**config.mk**
```make
export PLATFORM = sky130hd
export DESIGN_NAME = ring_johnson_counter
export DESIGN_NICKNAME = d
export VERILOG_FILES = /design/src/rtl/ring_johnson_counter.sv
export SDC_FILE = /design/constraint.sdc
export NUM_CORES = 1
export LEC_CHECK = 0
export CAP_MARGIN = 25
export CORE_AREA = 2 2 39 41
export CTS_CLUSTER_DIAMETER = 150
export DETAILED_ROUTE_END_ITERATION = 10
export DIE_AREA = 0 0 41 43
export DONT_BUFFER_PORTS = 1
export SYNTH_ARGS = -nofsm -noshare
export SYNTH_HDL_FRONTEND = slang
export SYNTH_SLANG_ARGS = --single-unit
```
**constraint.sdc**
```tcl
create_clock -name clk -period 2.4 [get_ports clk]
set_input_delay 0.6 -clock clk [delete_from_list [all_inputs] [get_ports clk]]
set_output_delay 0.6 -clock clk [all_outputs]
set_load 0.02 [all_outputs]
```
**src/rtl/ring_johnson_counter.sv**
```systemverilog
// ring_johnson_counter
// Shift-register phase sequencer. It runs either as a one-hot ring or as a
// Johnson (twisted-ring) counter and can shift in either direction. It also
// provides parallel load, a wrap pulse on re-entering HOME, and illegal-state
// detection. AUTOCORRECT sets whether an illegal state is pulled back to HOME.

module ring_johnson_counter #(
    parameter int N           = 4,
    parameter bit AUTOCORRECT = 1'b1
) (
    input  logic         clk,
    input  logic         rst,
    input  logic         en,
    input  logic         mode,
    input  logic         dir,
    input  logic         load,
    input  logic [N-1:0] load_val,
    output logic [N-1:0] Q,
    output logic         wrap,
    output logic         err
);

    localparam logic [N-1:0] HOME  = N'(1);
    localparam logic [N-2:0] T_ONE = (N-1)'(1);

    logic [N-1:0] shifted;
    logic [N-2:0] transitions;
    logic         ring_legal;
    logic         johnson_legal;
    logic         legal;

    // Legality of the current state. In ring mode the state must be exactly
    // one-hot. In Johnson mode it may have at most one boundary between
    // adjacent bits. Clearing the lowest set bit (x & (x-1)) and getting zero
    // tests for "at most one bit set".
    always_comb begin
        transitions   = Q[N-2:0] ^ Q[N-1:1];
        ring_legal    = (Q != '0) && ((Q & (Q - HOME)) == '0);
        johnson_legal = ((transitions & (transitions - T_ONE)) == '0);
        legal         = mode ? johnson_legal : ring_legal;
        err           = ~legal;
    end

    // Candidate next state for a normal step, chosen by mode and direction.
    always_comb begin
        shifted = Q;
        case ({mode, dir})
            2'b00:   shifted = {Q[0], Q[N-1:1]};
            2'b01:   shifted = {Q[N-2:0], Q[N-1]};
            2'b10:   shifted = {~Q[0], Q[N-1:1]};
            2'b11:   shifted = {Q[N-2:0], ~Q[N-1]};
            default: shifted = Q;
        endcase
    end

    // State register. Priority is load, then step, then hold. wrap marks only
    // a normal step landing on HOME; a forced return to HOME does not count.
    always_ff @(posedge clk or posedge rst) begin
        if (rst) begin
            Q    <= HOME;
            wrap <= 1'b0;
        end else if (load) begin
            Q    <= load_val;
            wrap <= 1'b0;
        end else if (en) begin
            if (AUTOCORRECT && !legal) begin
                Q    <= HOME;
                wrap <= 1'b0;
            end else begin
                Q    <= shifted;
                wrap <= (shifted == HOME);
            end
        end else begin
            wrap <= 1'b0;
        end
    end

endmodule

```
* Word-level counts from Yosys, hierarchy flattened *
Index checks and enable logic that the tools add are counted.

cells by class
  add/subtract/negate cells = 2
  equality and inequality tests = 4
  muxes and demuxes = 8
  bitwise logic cells = 6
  reduce and logical (&&, ||, !) cells = 6

operators by type and width
  kind                   number
  $pmux W4 S4            1
  $mux W4                3
  $and A4 B4 Y4          1
  $eq A2 B2 Y1 const B   2
  $eq A4 B1 Y1 const B   1
  $logic_not A4 Y1       1
  $mux W1                4
  $reduce_bool A4 Y1     1
  $sub A4 B1 Y4 const B  1
  $and A3 B3 Y3          1
  $logic_not A3 Y1       1
  $not A1 Y1             3
  $sub A3 B1 Y3 const B  1
  $xor A3 B3 Y3          1
  $eq A2 B1 Y1 const B   1
  $logic_not A2 Y1       1
  $reduce_bool A2 Y1     1
  $logic_and A1 B1 Y1    1

word-level totals
  bits in registers = 5
  input bits = 10
  output and inout port bits = 6
  logic and storage cells = 28

* Logic depth before layout (Yosys ltp) *
Gate-level depths: netlist (run 1).

  depth in word-level cells = 8
  mapped depth = 7
  gate-level depth less buffers = 6

* Worst setup path after synthesis (run 1) *
No wires, ideal clock.

  kind = flip-flop to output port
  start point = register Q[0]
  end point = output err
  data arrival time = 1.753 ns
  required time = 1.800 ns
  setup slack = 0.047 ns
  cell stages (with the launch flop) = 7
  path buffers = 1
  path through = dfstp_2 buf_6 inv_1 ha_1 mux2_2 a2111oi_4 nor2_1

on the way
  word-level cells in the longest chain between the ends = 6
  elaborated cells between the ends (all ways) = 11
  those cells by class = 2 x add/sub; 1 x mux; 4 x bitwise; 4 x reduce/logical

RTL lines
  element                                                  line    text
  start, declared                                          18      output logic [N-1:0] Q,
  start signal, assigned                                   63      Q <= load_val;
  start signal, assigned                                   70      Q <= shifted;
  $sub A4 B1 Y4 or $xor A3 B3 Y3 (tied branches)           38, 37
  $and A4 B4 Y4 or $sub A3 B1 Y3 (tied branches)           38, 39
  $logic_not A4 Y1 or $and A3 B3 Y3 (tied branches)        38, 39
  $logic_and A1 B1 Y1 or $logic_not A3 Y1 (tied branches)  38, 39
  $mux W1 *                                                40      legal = mode ? johnson_legal : ring_legal;
  $not A1 Y1 *                                             41      err = ~legal;
  end, declared                                            20      output logic err

Mark *: on every way between the ends. The rest lies on a longest branch, timed or not.

* Final worst setup path (run 1) *
Same ends and word-level chain as after synthesis.

==> results of run 1 <==
-- cell usage after synthesis --
cell,instances,area share (%)
sky130_fd_sc_hd__a21oi_1,6,6.4
sky130_fd_sc_hd__nor2_1,6,4.8
sky130_fd_sc_hd__ha_1,5,13
sky130_fd_sc_hd__inv_1,5,4.0
sky130_fd_sc_hd__dfrtp_1,4,21
sky130_fd_sc_hd__nor3_1,3,3.2
sky130_fd_sc_hd__o21ai_1,3,3.2
sky130_fd_sc_hd__mux2i_1,2,4.2
sky130_fd_sc_hd__nand2_1,2,1.6
sky130_fd_sc_hd__o21a_1,2,3.2
sky130_fd_sc_hd__xnor2_1,2,3.7
sky130_fd_sc_hd__a2111oi_0,1,1.9
sky130_fd_sc_hd__a2111oi_4,1,5.8
sky130_fd_sc_hd__a21bo_1,1,2.1
sky130_fd_sc_hd__buf_1,1,0.79
sky130_fd_sc_hd__buf_6,1,2.4
sky130_fd_sc_hd__clkbuf_1,1,0.79
sky130_fd_sc_hd__dfstp_2,1,5.6
sky130_fd_sc_hd__mux2_2,1,2.4
sky130_fd_sc_hd__nor2b_1,1,1.3
sky130_fd_sc_hd__nor3_2,1,2.1
sky130_fd_sc_hd__nor4b_1,1,1.9
sky130_fd_sc_hd__o21ai_0,1,1.1
sky130_fd_sc_hd__o21ai_2,1,1.9
sky130_fd_sc_hd__or2_2,1,1.3
-- sequential cells by signal (all words and copies together) (netlist names) --
name and count:
Q 4, wrap 1
-- how the worst min path moves through the flow --
stage | to | cells after the start
floorplan | Q[1] | 1
detailed placement | Q[2] | 1
finish | wrap | 1
CTS | wrap | 1
global placement | wrap | 1
global route | Q[2] | 1
-- what timing repair did --
item	4_1_cts	5_1_grt
endpoints found under the setup margin	1	1
gates resized for setup	2	0
pin swaps	1	1
setup buffers	0	1
-- cell type report --
class	instances	area [sq um]
Sequential cell	5	126
Multi-Input combinational cell	41	310
Clock buffer	4	26.3
Timing Repair Buffer	5	37.5
Fill cell	149	845
Tap cell	16	20.0
Inverter	5	18.8
-- metal layers --
layer,wire length [um],part of all wire [%]
met5,0,0
met4,23,2.3
met3,81,8.0
met2,466,46
met1,435,43
-- logic make-up after synthesis --
group                    after synthesis  synth area share [%]
AO/OA/AOI/OAI                         16                  25.5
AND/OR/NAND/NOR                       15                  16.2
buffers and inverters                  8                  7.96
adder cells (fa/ha/maj)                5                  13.3
flip-flops                             5                  26.8
multiplexers                           3                  6.63
XOR/XNOR                               2                  3.71
-- report_power, final --
| part | internal [W] | leakage (nW) | switching, W |
|---|---|---|---|
| Clock | 0.0000627 | 0.0150 | 0.0000322 |
| Sequential | 0.0000938 | 0.0618 | 0.00000419 |
| Combinational | 0.0000540 | 0.156 | 0.0000750 |
| Total | 0.000211 | 0.232 | 0.000111 |
-- stage by stage --
stage	setup slack, ns	hold slack [ns]	power [W]	instances
after floorplan	0.0468	0.378	0.000204	54
after global placement	0.238	0.404	0.000224	71
after detailed placement	0.223	0.402	0.000224	71
after CTS	0.00741	0.148	0.000325	75
after global routing	0.0284	0.148	0.000347	76
final	0.0957	0.146	0.000322	76
-- critical path, stage by stage, from the launching register on --
cell and delay [ns]:
sky130_fd_sc_hd__dfstp_2 0.52, sky130_fd_sc_hd__inv_1 0.04, sky130_fd_sc_hd__ha_1 0.18, sky130_fd_sc_hd__mux2_2 0.29, sky130_fd_sc_hd__a2111oi_4 0.31, sky130_fd_sc_hd__nor2_2 0.12
==> reports/summary.log, run 1 <==
qor: run_status.run_status finished clean
qor: logic_synthesis.net_count_of_the_mapped_netlist 69
qor: sta.setup_total_negative_slack 0 ns
qor: global_routing.grt_util_met3 5.76%
qor: sta.max_freq 0.434 GHz
qor: global_routing.grt_pass1_wl 1.70 mm
qor: clocking.cts_tree done
qor: layout.antenna-diode-count 0
qor: floorplanning.die_outline_height 43 um
qor: logic_synthesis.post_synthesis_sequential_element_count 5
qor: floorplanning.num_rows 14
qor: worst_setup_path.regToRegStartpoint Q[0]
qor: worst_setup_path.worst-r2r-cell-count 7
qor: clocking.cts-hold-fix-buffers 0
qor: global_routing.grtUsageTotal 14.5%
qor: routing.routed_wl 1.01 mm
qor: floorplanning.design.die.area 1760 sq um
qor: sta.clock_period_minus_worst_slack 2.30 ns
qor: routing.routed-via-count 399
qor: place.port_buffers 0
qor: logic_synthesis.syn-instance-count 54
qor: worst_setup_path.cp-start-kind register
qor: routing.avgViaCountPerCell 5.25
qor: global_routing.antenna_found_initial 0
qor: routing.drc_errors 0
qor: sta.finClkSkew 0.000149 ns
qor: routing.first_pass_iters 4
qor: floorplanning.die_w 41 um
qor: sta.finalMaxSlewViolations 0
qor: layout.mostFrequentLayoutCells sky130_fd_sc_hd__a21oi_1 (6), sky130_fd_sc_hd__nor2_1 (5), sky130_fd_sc_hd__ha_1 (5), sky130_fd_sc_hd__buf_4 (5)
qor: layout.drive_gt1_share 26.7%
qor: layout.fin_nets 76
qor: layout.layout_commonest_cell sky130_fd_sc_hd__a21oi_1
qor: worst_setup_path.arrival 1.70 ns
qor: routing.antenna_left 0
qor: routing.wl_per_cell 13.3 um
qor: global_routing.globalRoute.busiestLayer met2
qor: worst_setup_path.setup.worst_path.start Q[0]
qor: global_routing.grt_max_degree 10
qor: worst_setup_path.critical_path_required 1.80 ns
qor: global_routing.grt_pass1_vias 394
qor: worst_setup_path.timing.setup.critical_path_class register to primary output
qor: power_and_ir_drop.leakagePower 0.232 nW
qor: routing.drt_iter0_drc 10
qor: worst_setup_path.largest_fanout_on_the_critical_path 2
qor: sta.final_cycle_utilization_of_the_critical_path 96.0%
qor: logic_synthesis.synthDistinctLibCells 25
qor: place.hpwlAfterDp 798 um
qor: clocking.cts_made_buffers 3
qor: global_routing.gr-usage-met1 18.0%
qor: logic_synthesis.ys_warnings 0
qor: power_and_ir_drop.power_per_cell_area 597 nW/um^2
qor: job.reported_max_cap_violation_count 0
qor: power_and_ir_drop.irDropWorstVdd 0.000226 V
qor: floorplanning.core 1380 sq um
qor: clocking.worst_setup_hold_path_clk_slew 0.04 ns
qor: floorplanning.design.portCount 16
qor: global_routing.grt_overflow 0
qor: floorplanning.floorplan.initialDensity 34.1%
qor: layout.area_delta_synth_final 14.3%
qor: sta.worst_slew_margin_rel 73.0%
qor: global_routing.global_route.usage.met2 20.6%
qor: clocking.numClockSinks 5
qor: clocking.h-tree-depth 1
qor: logic_synthesis.syn-mean-instance-area 8.74 sq um
qor: place.place_congestion 0.812
qor: worst_setup_path.r2r_end Q[0]
qor: layout.finalInstanceArea 539 sq um
qor: clocking.max-clock-path-buffers 2
qor: layout.final_core_util 39.0%
qor: logic_synthesis.mappedNetlistArea 472 sq um
qor: worst_setup_path.cp-end-kind primary output
qor: min_path.hp-class primary input to async pin
qor: sta.setup_repair_after_global_routing_missed_its_margin false
qor: worst_setup_path.r2r_setup_slack 0.51 ns
qor: clocking.clk_latency 0.24 ns
qor: clocking.clock_tree.root_cell sky130_fd_sc_hd__clkbuf_4
qor: logic_synthesis.synth_sequential_area_ratio 26.8%
qor: sta.count_of_final_hold_check_violations 0
qor: sta.setup_viol_count_final 0
qor: worst_setup_path.worst_setup_path_endpoint err
qor: sta.tightest_pin_transition 0.395 ns
qor: place.placement.cell_area 503 sq um
(Power assumes the default switching activity.)
==> inputs of run 2 (changes only) <==
==> constraint.sdc (replaced) <==
create_clock -name clk -period 2.2 [get_ports clk]
set_input_delay 0.55 -clock clk [delete_from_list [all_inputs] [get_ports clk]]
set_output_delay 0.55 -clock clk [all_outputs]
set_load 0.02 [all_outputs]
==> run 2 against run 1 <==
The flow now finishes with violations (negative setup slack). First-iteration DRC count down 40%. Register-to-register slack got worse by 0.14 ns. Final cell count shrank 1.3%. Critical endpoint unchanged. Largest power group unchanged. Highest routed layer unchanged.
==> reports/summary.log, run 2 (synthesized netlist as in run 1, its figures left out) <==
qor: routing.drt_iter0_drc 6 [-4]
qor: sta.timing.final.ws_setup -0.110 ns [-0.205 ns]
qor: layout.layout_commonest_cell sky130_fd_sc_hd__a21oi_1
qor: layout.finalInstanceArea 551 sq um [+2.1%]
qor: floorplanning.die_outline_height 43 um [unchanged]
qor: routing.avgViaCountPerCell 5.24 [-0.19%]
qor: global_routing.grt_max_degree 10 [unchanged]
qor: power_and_ir_drop.power_per_cell_area 663 nW/um^2 [+11%]
qor: power_and_ir_drop.leakagePower 0.230 nW [-1.0%]
qor: worst_setup_path.regToRegStartpoint Q[0]
qor: sta.final_cycle_utilization_of_the_critical_path 105%
qor: layout.area_delta_synth_final 16.7%
qor: power_and_ir_drop.p_clk_share 29.8% [+0.3 points]
qor: floorplanning.floorplan.initialDensity 34.1% [unchanged]
qor: worst_setup_path.critical_path_required 1.65 ns [-0.15 ns]
qor: sta.finClkSkew 0.00184 ns [+0.00169 ns]
qor: place.placed_cell_count 71 [unchanged]
qor: worst_setup_path.cp-start-kind register
qor: worst_setup_path.critical_path.max_stage_delay 0.56 ns [+0.04 ns]
qor: sta.max_freq 0.433 GHz
qor: layout.final_core_util 39.8% [+0.81 points]
qor: clocking.cts-hold-fix-buffers 0 [unchanged]
qor: global_routing.grt_pass1_wl 1.73 mm [+2.0%]
qor: clocking.numClockSinks 5 [unchanged]
qor: worst_setup_path.path_cells inv_4 -> ha_4 -> mux2_4 -> a2111oi_4 -> nor2_2
qor: place.placement.cell_area 524 sq um [+4.2%]
qor: worst_setup_path.worst-r2r-cell-count 6 [-1]
qor: power_and_ir_drop.irDropWorstVdd 0.000281 V [+24%]
qor: routing.first_pass_iters 4 [unchanged]
qor: worst_setup_path.largest_fanout_on_the_critical_path 2 [unchanged]
qor: power_and_ir_drop.switching_share 36.1% [+1.5 points]
qor: routing.antenna_left 0 [unchanged]
qor: floorplanning.num_rows 14 [unchanged]
qor: sta.worst_slew_margin_rel 75.9% [+2.9 points]
qor: layout.layout.filler_cells 145 [-2.7%]
qor: floorplanning.die_w 41 um [unchanged]
qor: layout.mostFrequentLayoutCells sky130_fd_sc_hd__a21oi_1 (6), sky130_fd_sc_hd__nor2_1 (5), sky130_fd_sc_hd__dfrtp_1 (4), sky130_fd_sc_hd__ha_1 (4), sky130_fd_sc_hd__buf_4 (4)
qor: routing.wl_per_cell 13.4 um [+0.93%]
qor: floorplanning.design.die.area 1760 sq um [unchanged]
qor: worst_setup_path.cp-end-kind primary output
qor: worst_setup_path.cp_top_delay_family flip-flops
qor: routing.drc_errors 0 [unchanged]
qor: sta.tightest_pin_transition 0.353 ns [-0.0423 ns]
qor: routing.routed-via-count 393 [-1.5%]
qor: clocking.cts_made_buffers 3 [unchanged]
qor: sta.setup_viol_count_final 1 [+1]
qor: power_and_ir_drop.power_frac_comb 40.5% [+0.4 points]
qor: clocking.clock_tree.root_cell sky130_fd_sc_hd__clkbuf_4
qor: floorplanning.design.portCount 16 [unchanged]
qor: place.port_buffers 0 [unchanged]
qor: layout.finish.cell_count_without_fillers 75 [-1.3%]
qor: worst_setup_path.worst-path-buf-inv 1 [unchanged]
qor: global_routing.grt_pass1_vias 405 [+2.8%]
qor: sta.clock_period_minus_worst_slack 2.31 ns
qor: clocking.clk_latency 0.24 ns [about the same]
qor: place.hpwlAfterDp 802 um [+0.54%]
qor: clocking.cts_tree done
qor: clocking.max-clock-path-buffers 2 [unchanged]
qor: run_status.run_status finished, violations left
qor: layout.largest_register Q
qor: run_status.failed_checks negative setup slack
qor: clocking.cts_resized 0 [-2]
qor: power_and_ir_drop.internal_power 0.000233 W [+11%]
qor: layout.largest_registers Q (4), wrap (1)
qor: layout.fin_nets 75 [-1.3%]
qor: sta.finalMaxSlewViolations 0 [unchanged]
qor: sta.setup_repair_after_global_routing_missed_its_margin true
qor: sta.count_of_final_hold_check_violations 0 [unchanged]
qor: place.place_congestion 0.723 [-11%]
qor: global_routing.grtUsageTotal 14.7% [+0.22 points]
qor: min_path.hp-class primary input to async pin
qor: worst_setup_path.r2r_end Q[0]
qor: worst_setup_path.arrival 1.76 ns [+0.06 ns]
qor: power_and_ir_drop.power_switching 0.000132 W [+18%]
qor: clocking.post_cts_buffers 0 [unchanged]
qor: layout.largest_reg_flops 4 [unchanged]
qor: global_routing.grt_overflow 0 [unchanged]
qor: worst_setup_path.r2r_setup_slack 0.37 ns [-0.14 ns]
qor: clocking.h-tree-depth 1 [unchanged]
qor: power_and_ir_drop.p_seq_share 29.8% [-0.7 points]
qor: routing.routed_wl 1.00 mm [-0.40%]
qor: floorplanning.core 1380 sq um [unchanged]
qor: job.reported_max_cap_violation_count 0 [unchanged]
qor: worst_setup_path.crit_slowest_cell sky130_fd_sc_hd__dfstp_2
qor: clocking.worst_setup_hold_path_clk_slew 0.04 ns [about the same]
qor: worst_setup_path.timing.setup.critical_path_class register to primary output
qor: layout.antenna-diode-count 0 [unchanged]
qor: global_routing.antenna_found_initial 0 [unchanged]
qor: layout.drive_gt1_share 28.8% [+2.1 points]
## run 2: power by group through the flow
stage	Clock [W]	Sequential [W]	Combinational, W
2_1_floorplan	0	0.000126	0.000108
3_3_place_gp	0	0.000109	0.000148
3_5_place_dp	0	0.000109	0.000149
4_1_cts	0.000109	0.000108	0.000150
5_1_grt	0.000122	0.000109	0.000165
6_report	0.000109	0.000109	0.000148
## run 2: per-layer routing
| metal | wire [um] | vias up | global-route usage [%] |
|---|---|---|---|
| met4 | 17 | 0 | 8.00 |
| met3 | 53 | 5 | 3.14 |
| met2 | 481 | 13 | 21.3 |
| li1 | - | 197 | - |
| met1 | 450 | 178 | 19.7 |
| met5 | 0 | - | 0 |
## run 2: cell type report
| class | count | area (sq um) | share of cell area [%] |
|---|---|---|---|
| sequential | 5 | 126 | 23.0 |
| clock buffer | 4 | 26.3 | 4.77 |
| timing repair buffer | 4 | 30.0 | 5.45 |
| inverter | 5 | 21.3 | 3.86 |
| multi-input combinational | 41 | 327 | 59.3 |
| tap | 16 | 20.0 | 3.64 |
## run 2: through the flow
stage | power [W] | setup WS (ns) | hold slack [ns] | TNS (ns)
6_report | 0.000365 | -0.110 | 0.0933 | -0.110
5_1_grt | 0.000396 | -0.171 | 0.0967 | -0.171
3_3_place_gp | 0.000257 | 0.174 | 0.359 | 0
3_5_place_dp | 0.000258 | 0.144 | 0.357 | 0
2_1_floorplan | 0.000234 | -0.000703 | 0.328 | -0.000703
4_1_cts | 0.000367 | -0.115 | 0.101 | -0.115
## run 2: worst max-delay path by stage
stage,cells past startpoint,end,start,slack [ns]
after global placement,5,err,Q[1],0.17
after detailed placement,5,err,Q[1],0.14
after CTS,5,err,Q[0],-0.11
final,5,err,Q[0],-0.11
after floorplan,6,err,Q[0],-0.0007
after global routing,5,err,Q[0],-0.17
==> inputs of run 3 (changes only) <==
--- a/config.mk
+++ b/config.mk
@@ -5,6 +5,7 @@
 export SDC_FILE = /design/constraint.sdc
 export NUM_CORES = 1
 export LEC_CHECK = 0
+export ABC_AREA = 1
 export CAP_MARGIN = 25
 export CORE_AREA = 2 2 39 41
 export CTS_CLUSTER_DIAMETER = 150
==> run 3 against run 2 <==
The run now ends clean. Utilization shrank 1.3 points. Final area fell by 3.2%. Sequential share of layout area up 0.75 points. First-iteration DRC count is 17% higher. Critical path depth grew 1. Count of clock-buffer cells in the layout unchanged. Total power is 0.17% higher. Worst hold slack got worse by 0.0019 ns. Final cell count increased by 24%. Die area stayed put. Sequential cell count is the same. Critical path type unchanged. Largest cell class unchanged.
==> reports/summary.log, run 3 <==
qor: sta.tightest_pin_transition 0.323 ns [-0.0303 ns]
qor: logic_synthesis.synthDistinctLibCells 17 [-32%]
qor: power_and_ir_drop.post_layout_power 0.000366 W [+0.17%]
qor: place.placed_cell_count 88 [+24%]
qor: layout.fin_nets 93 [+24%]
qor: clocking.max-clock-path-buffers 2 [unchanged]
qor: sta.worst_slew_margin_rel 78.3% [+2.4 points]
qor: global_routing.grtUsageTotal 15.0% [+0.24 points]
qor: clocking.worst_setup_hold_path_clk_slew 0.05 ns [about the same]
qor: routing.antenna_left 0 [unchanged]
qor: power_and_ir_drop.p_clk_share 30.1% [+0.3 points]
qor: global_routing.gr-usage-met1 12.9% [-6.7 points]
qor: logic_synthesis.synth_edf_count 0 [unchanged]
qor: global_routing.grt_util_met3 5.24% [+2.1 points]
qor: layout.regArea 126 sq um [unchanged]
qor: clocking.clk_latency 0.25 ns [about the same]
qor: logic_synthesis.synth_async_sr_flop_share 100% [unchanged]
qor: sta.final_cycle_utilization_of_the_critical_path 95.9% [-9.1 points]
qor: sta.count_of_final_hold_check_violations 0 [unchanged]
qor: sta.setup_repair_after_global_routing_missed_its_margin false
qor: logic_synthesis.syn-instance-count 68 [+26%]
qor: logic_synthesis.ys_dominant_reg_cell sky130_fd_sc_hd__dfrtp_1
qor: power_and_ir_drop.power_frac_comb 39.1% [-1.4 points]
qor: worst_setup_path.cp-end-kind primary output
qor: layout.largest_reg_flops 4 [unchanged]
qor: logic_synthesis.yosysMostFrequentCell sky130_fd_sc_hd__nand2_1
qor: floorplanning.die_outline_height 43 um [unchanged]
qor: clocking.cts_tree done
qor: routing.routed_wl 1.13 mm [+13%]
qor: floorplanning.num_rows 14 [unchanged]
qor: worst_setup_path.critical_path_required 1.65 ns [about the same]
qor: routing.drc_errors 0 [unchanged]
qor: power_and_ir_drop.p_seq_share 30.7% [+0.9 points]
qor: layout.drive_gt1_share 16.9% [-12 points]
qor: global_routing.globalRoute.busiestLayer met2
qor: clocking.clock_tree.root_cell sky130_fd_sc_hd__clkbuf_4
qor: power_and_ir_drop.power_switching 0.000140 W [+6.1%]
qor: logic_synthesis.mappedNetlistArea 449 sq um [-4.8%]
qor: layout.multi_input_gate_area_in_the_final_layout 282 sq um [-14%]
qor: worst_setup_path.cp-start-kind register
qor: logic_synthesis.syn-mean-instance-area 6.61 sq um [-24%]
qor: layout.finish.cell_count_without_fillers 93 [+24%]
qor: clocking.h-tree-depth 1 [unchanged]
qor: routing.first_pass_iters 4 [unchanged]
qor: worst_setup_path.path_cells inv_1 -> ha_1 -> a21oi_1 -> nand2_1 -> nand2_2 -> inv_2
qor: logic_synthesis.post_synthesis_sequential_element_count 5 [unchanged]
qor: power_and_ir_drop.internal_power 0.000226 W [-3.2%]
qor: logic_synthesis.net_count_of_the_mapped_netlist 83 [+20%]
qor: clocking.numClockSinks 5 [unchanged]
qor: logic_synthesis.netlist.top_cell.by_area sky130_fd_sc_hd__dfrtp_1
qor: routing.routed-via-count 451 [+15%]
qor: power_and_ir_drop.irDropWorstVdd 0.000190 V [-32%]
qor: routing.wl_per_cell 12.2 um [-9.0%]
qor: sta.setup_viol_count_final 0 [-1]
qor: worst_setup_path.arrival 1.56 ns [-0.20 ns]
qor: logic_synthesis.ys_warnings 0 [unchanged]
qor: routing.drt_iter0_drc 7 [+1]
qor: run_status.run_status finished clean
qor: floorplanning.design.portCount 16 [unchanged]
qor: floorplanning.design.die.area 1760 sq um [unchanged]
qor: worst_setup_path.largest_fanout_on_the_critical_path 3 [+1]
qor: sta.clock_period_minus_worst_slack 2.11 ns [-0.201 ns]
qor: sta.finalMaxSlewViolations 0 [unchanged]
qor: layout.layout_commonest_cell sky130_fd_sc_hd__nand2_1
qor: sta.setup_total_negative_slack 0 ns [+0.110 ns]
qor: logic_synthesis.netlist_top_cells_count sky130_fd_sc_hd__nand2_1 (23), sky130_fd_sc_hd__inv_1 (10), sky130_fd_sc_hd__nor2_1 (6)
qor: sta.max_freq 0.474 GHz [+9.5%]
qor: worst_setup_path.crit_slowest_cell sky130_fd_sc_hd__dfstp_2
qor: worst_setup_path.worst-path-buf-inv 2 [+1]
qor: floorplanning.core 1380 sq um [unchanged]
qor: worst_setup_path.worst-r2r-cell-count 9 [+3]
qor: layout.antenna-diode-count 0 [unchanged]
qor: layout.mostFrequentLayoutCells sky130_fd_sc_hd__nand2_1 (23), sky130_fd_sc_hd__inv_1 (9), sky130_fd_sc_hd__nor2_1 (6)
qor: min_path.hp-class primary input to async pin
qor: global_routing.grt_pass1_wl 1.72 mm [-0.75%]
qor: global_routing.global_route.usage.met2 26.3% [+5.0 points]
qor: power_and_ir_drop.power_per_cell_area 686 nW/um^2 [+3.5%]
qor: power_and_ir_drop.leakagePower 0.296 nW [+29%]
qor: job.reported_max_cap_violation_count 0 [unchanged]
qor: logic_synthesis.yosysTopAreaCellShare 22.3% [+1.1 points]
qor: floorplanning.floorplan.initialDensity 32.5% [-1.6 points]
qor: worst_setup_path.worstSetupPathDepth 6 [+1]
qor: logic_synthesis.synth_sequential_area_ratio 28.1% [+1.3 points]
qor: global_routing.grt_max_degree 8 [-2]
qor: layout.area_delta_synth_final 18.7%
qor: worst_setup_path.critical_path.max_stage_delay 0.60 ns [+0.04 ns]
qor: place.hpwlAfterDp 906 um [+13%]
qor: worst_setup_path.timing.setup.critical_path_class register to primary output
qor: floorplanning.die_w 41 um [unchanged]
qor: worst_setup_path.cp_top_delay_family flip-flops
qor: clocking.cts_made_buffers 3 [unchanged]
qor: global_routing.antenna_found_initial 0 [unchanged]
qor: layout.layout.filler_cells 160 [+10%]
qor: layout.largest_registers Q (4), wrap (1)
qor: sta.finClkSkew 0.00437 ns [+0.00253 ns]
qor: global_routing.grt_pass1_vias 454 [+12%]
qor: logic_synthesis.synth.area.top_cells sky130_fd_sc_hd__dfrtp_1 (22%), sky130_fd_sc_hd__nand2_1 (19%), sky130_fd_sc_hd__ha_1 (14%)
qor: place.port_buffers 0 [unchanged]
qor: place.place_congestion 0.857 [+19%]
qor: power_and_ir_drop.switching_share 38.2% [+2.1 points]
qor: layout.largest_register Q
qor: global_routing.grt_overflow 0 [unchanged]
qor: routing.avgViaCountPerCell 4.85 [-7.5%]
==> run 3: cell count changes after synthesis, sizes merged, moves of 3 or more <==
cell,previous run,this run
nand2,2,24
inv,5,11
a22oi,0,3
nand3,0,3
nor3,4,1
==> run 3: layout make-up <==
cell class | instances | share of cell area [%]
Inverter | 11 | 7.75
Tap cell | 16 | 3.76
Timing Repair Buffer | 5 | 7.04
Clock buffer | 4 | 4.93
Multi-Input combinational cell | 52 | 52.8
Sequential cell | 5 | 23.7
==> run 3: metal layers <==
layer  wire length [um]  share of wire, %
met1                431                38
met2                629                56
met3                 44               3.9
met4                 27               2.4
met5                  0                 0
==> run 3: worst register-to-register path: cells and delay by family (launching register included) <==
kind                     cells  cell delay, ns
flip-flops                   1            0.60
AND/OR/NAND/NOR              5            0.32
adder cells (fa/ha/maj)      1            0.31
buffers and inverters        2            0.20
AO/OA/AOI/OAI                1            0.13
==> run 3: cell families after synthesis <==
group                    Yosys count  synth area share (%)
AO/OA/AOI/OAI                     10                  12.8
XOR/XNOR                           1                  1.95
adder cells (fa/ha/maj)            5                  13.9
buffers and inverters             11                  9.19
flip-flops                         5                  28.1
AND/OR/NAND/NOR                   36                  34.0
==> run 3: stage by stage <==
stage / instance area, sq um / setup WS [ns] / util, % / hold WS, ns
6_report: 533 / 0.0911 / 38.5 / 0.0914
5_1_grt: 533 / 0.00674 / 38.5 / 0.0997
4_1_cts: 533 / 0.0538 / 38.5 / 0.0906
3_5_place_dp: 499 / 0.220 / 36.1 / 0.353
3_3_place_gp: 499 / 0.254 / 36.1 / 0.343
2_1_floorplan: 449 / 0.259 / - / 0.328
==> run 3: path summary, 6_finish.rpt <==
check | endpoint | slack, ns | from
worst min-delay path | Q[3] | 0.09 | rst
worst max-delay path | err | 0.09 | Q[0]
worst max register to register | Q[0] | 0.58 | Q[0]
worst min register to register | Q[2] | 0.66 | Q[2]
min in group clk | Q[0] | 0.45 | load
max in group asynchronous | Q[0] | 1.86 | rst
==> run 3: power groups by stage <==
stage          clock network, W  registers, W  logic (W)
2_1_floorplan                 0      0.000127  0.0000845
3_3_place_gp                  0      0.000114   0.000131
3_5_place_dp                  0      0.000114   0.000133
4_1_cts                0.000111      0.000113   0.000142
5_1_grt                0.000118      0.000113   0.000163
6_report               0.000110      0.000112   0.000143
==> run 3: repair_timing <==
item,in CTS,in global routing
gates resized for setup,1,1
pin swaps,1,1
hold buffers,0,0
endpoints found under the setup margin,1,1
setup buffers,1,0
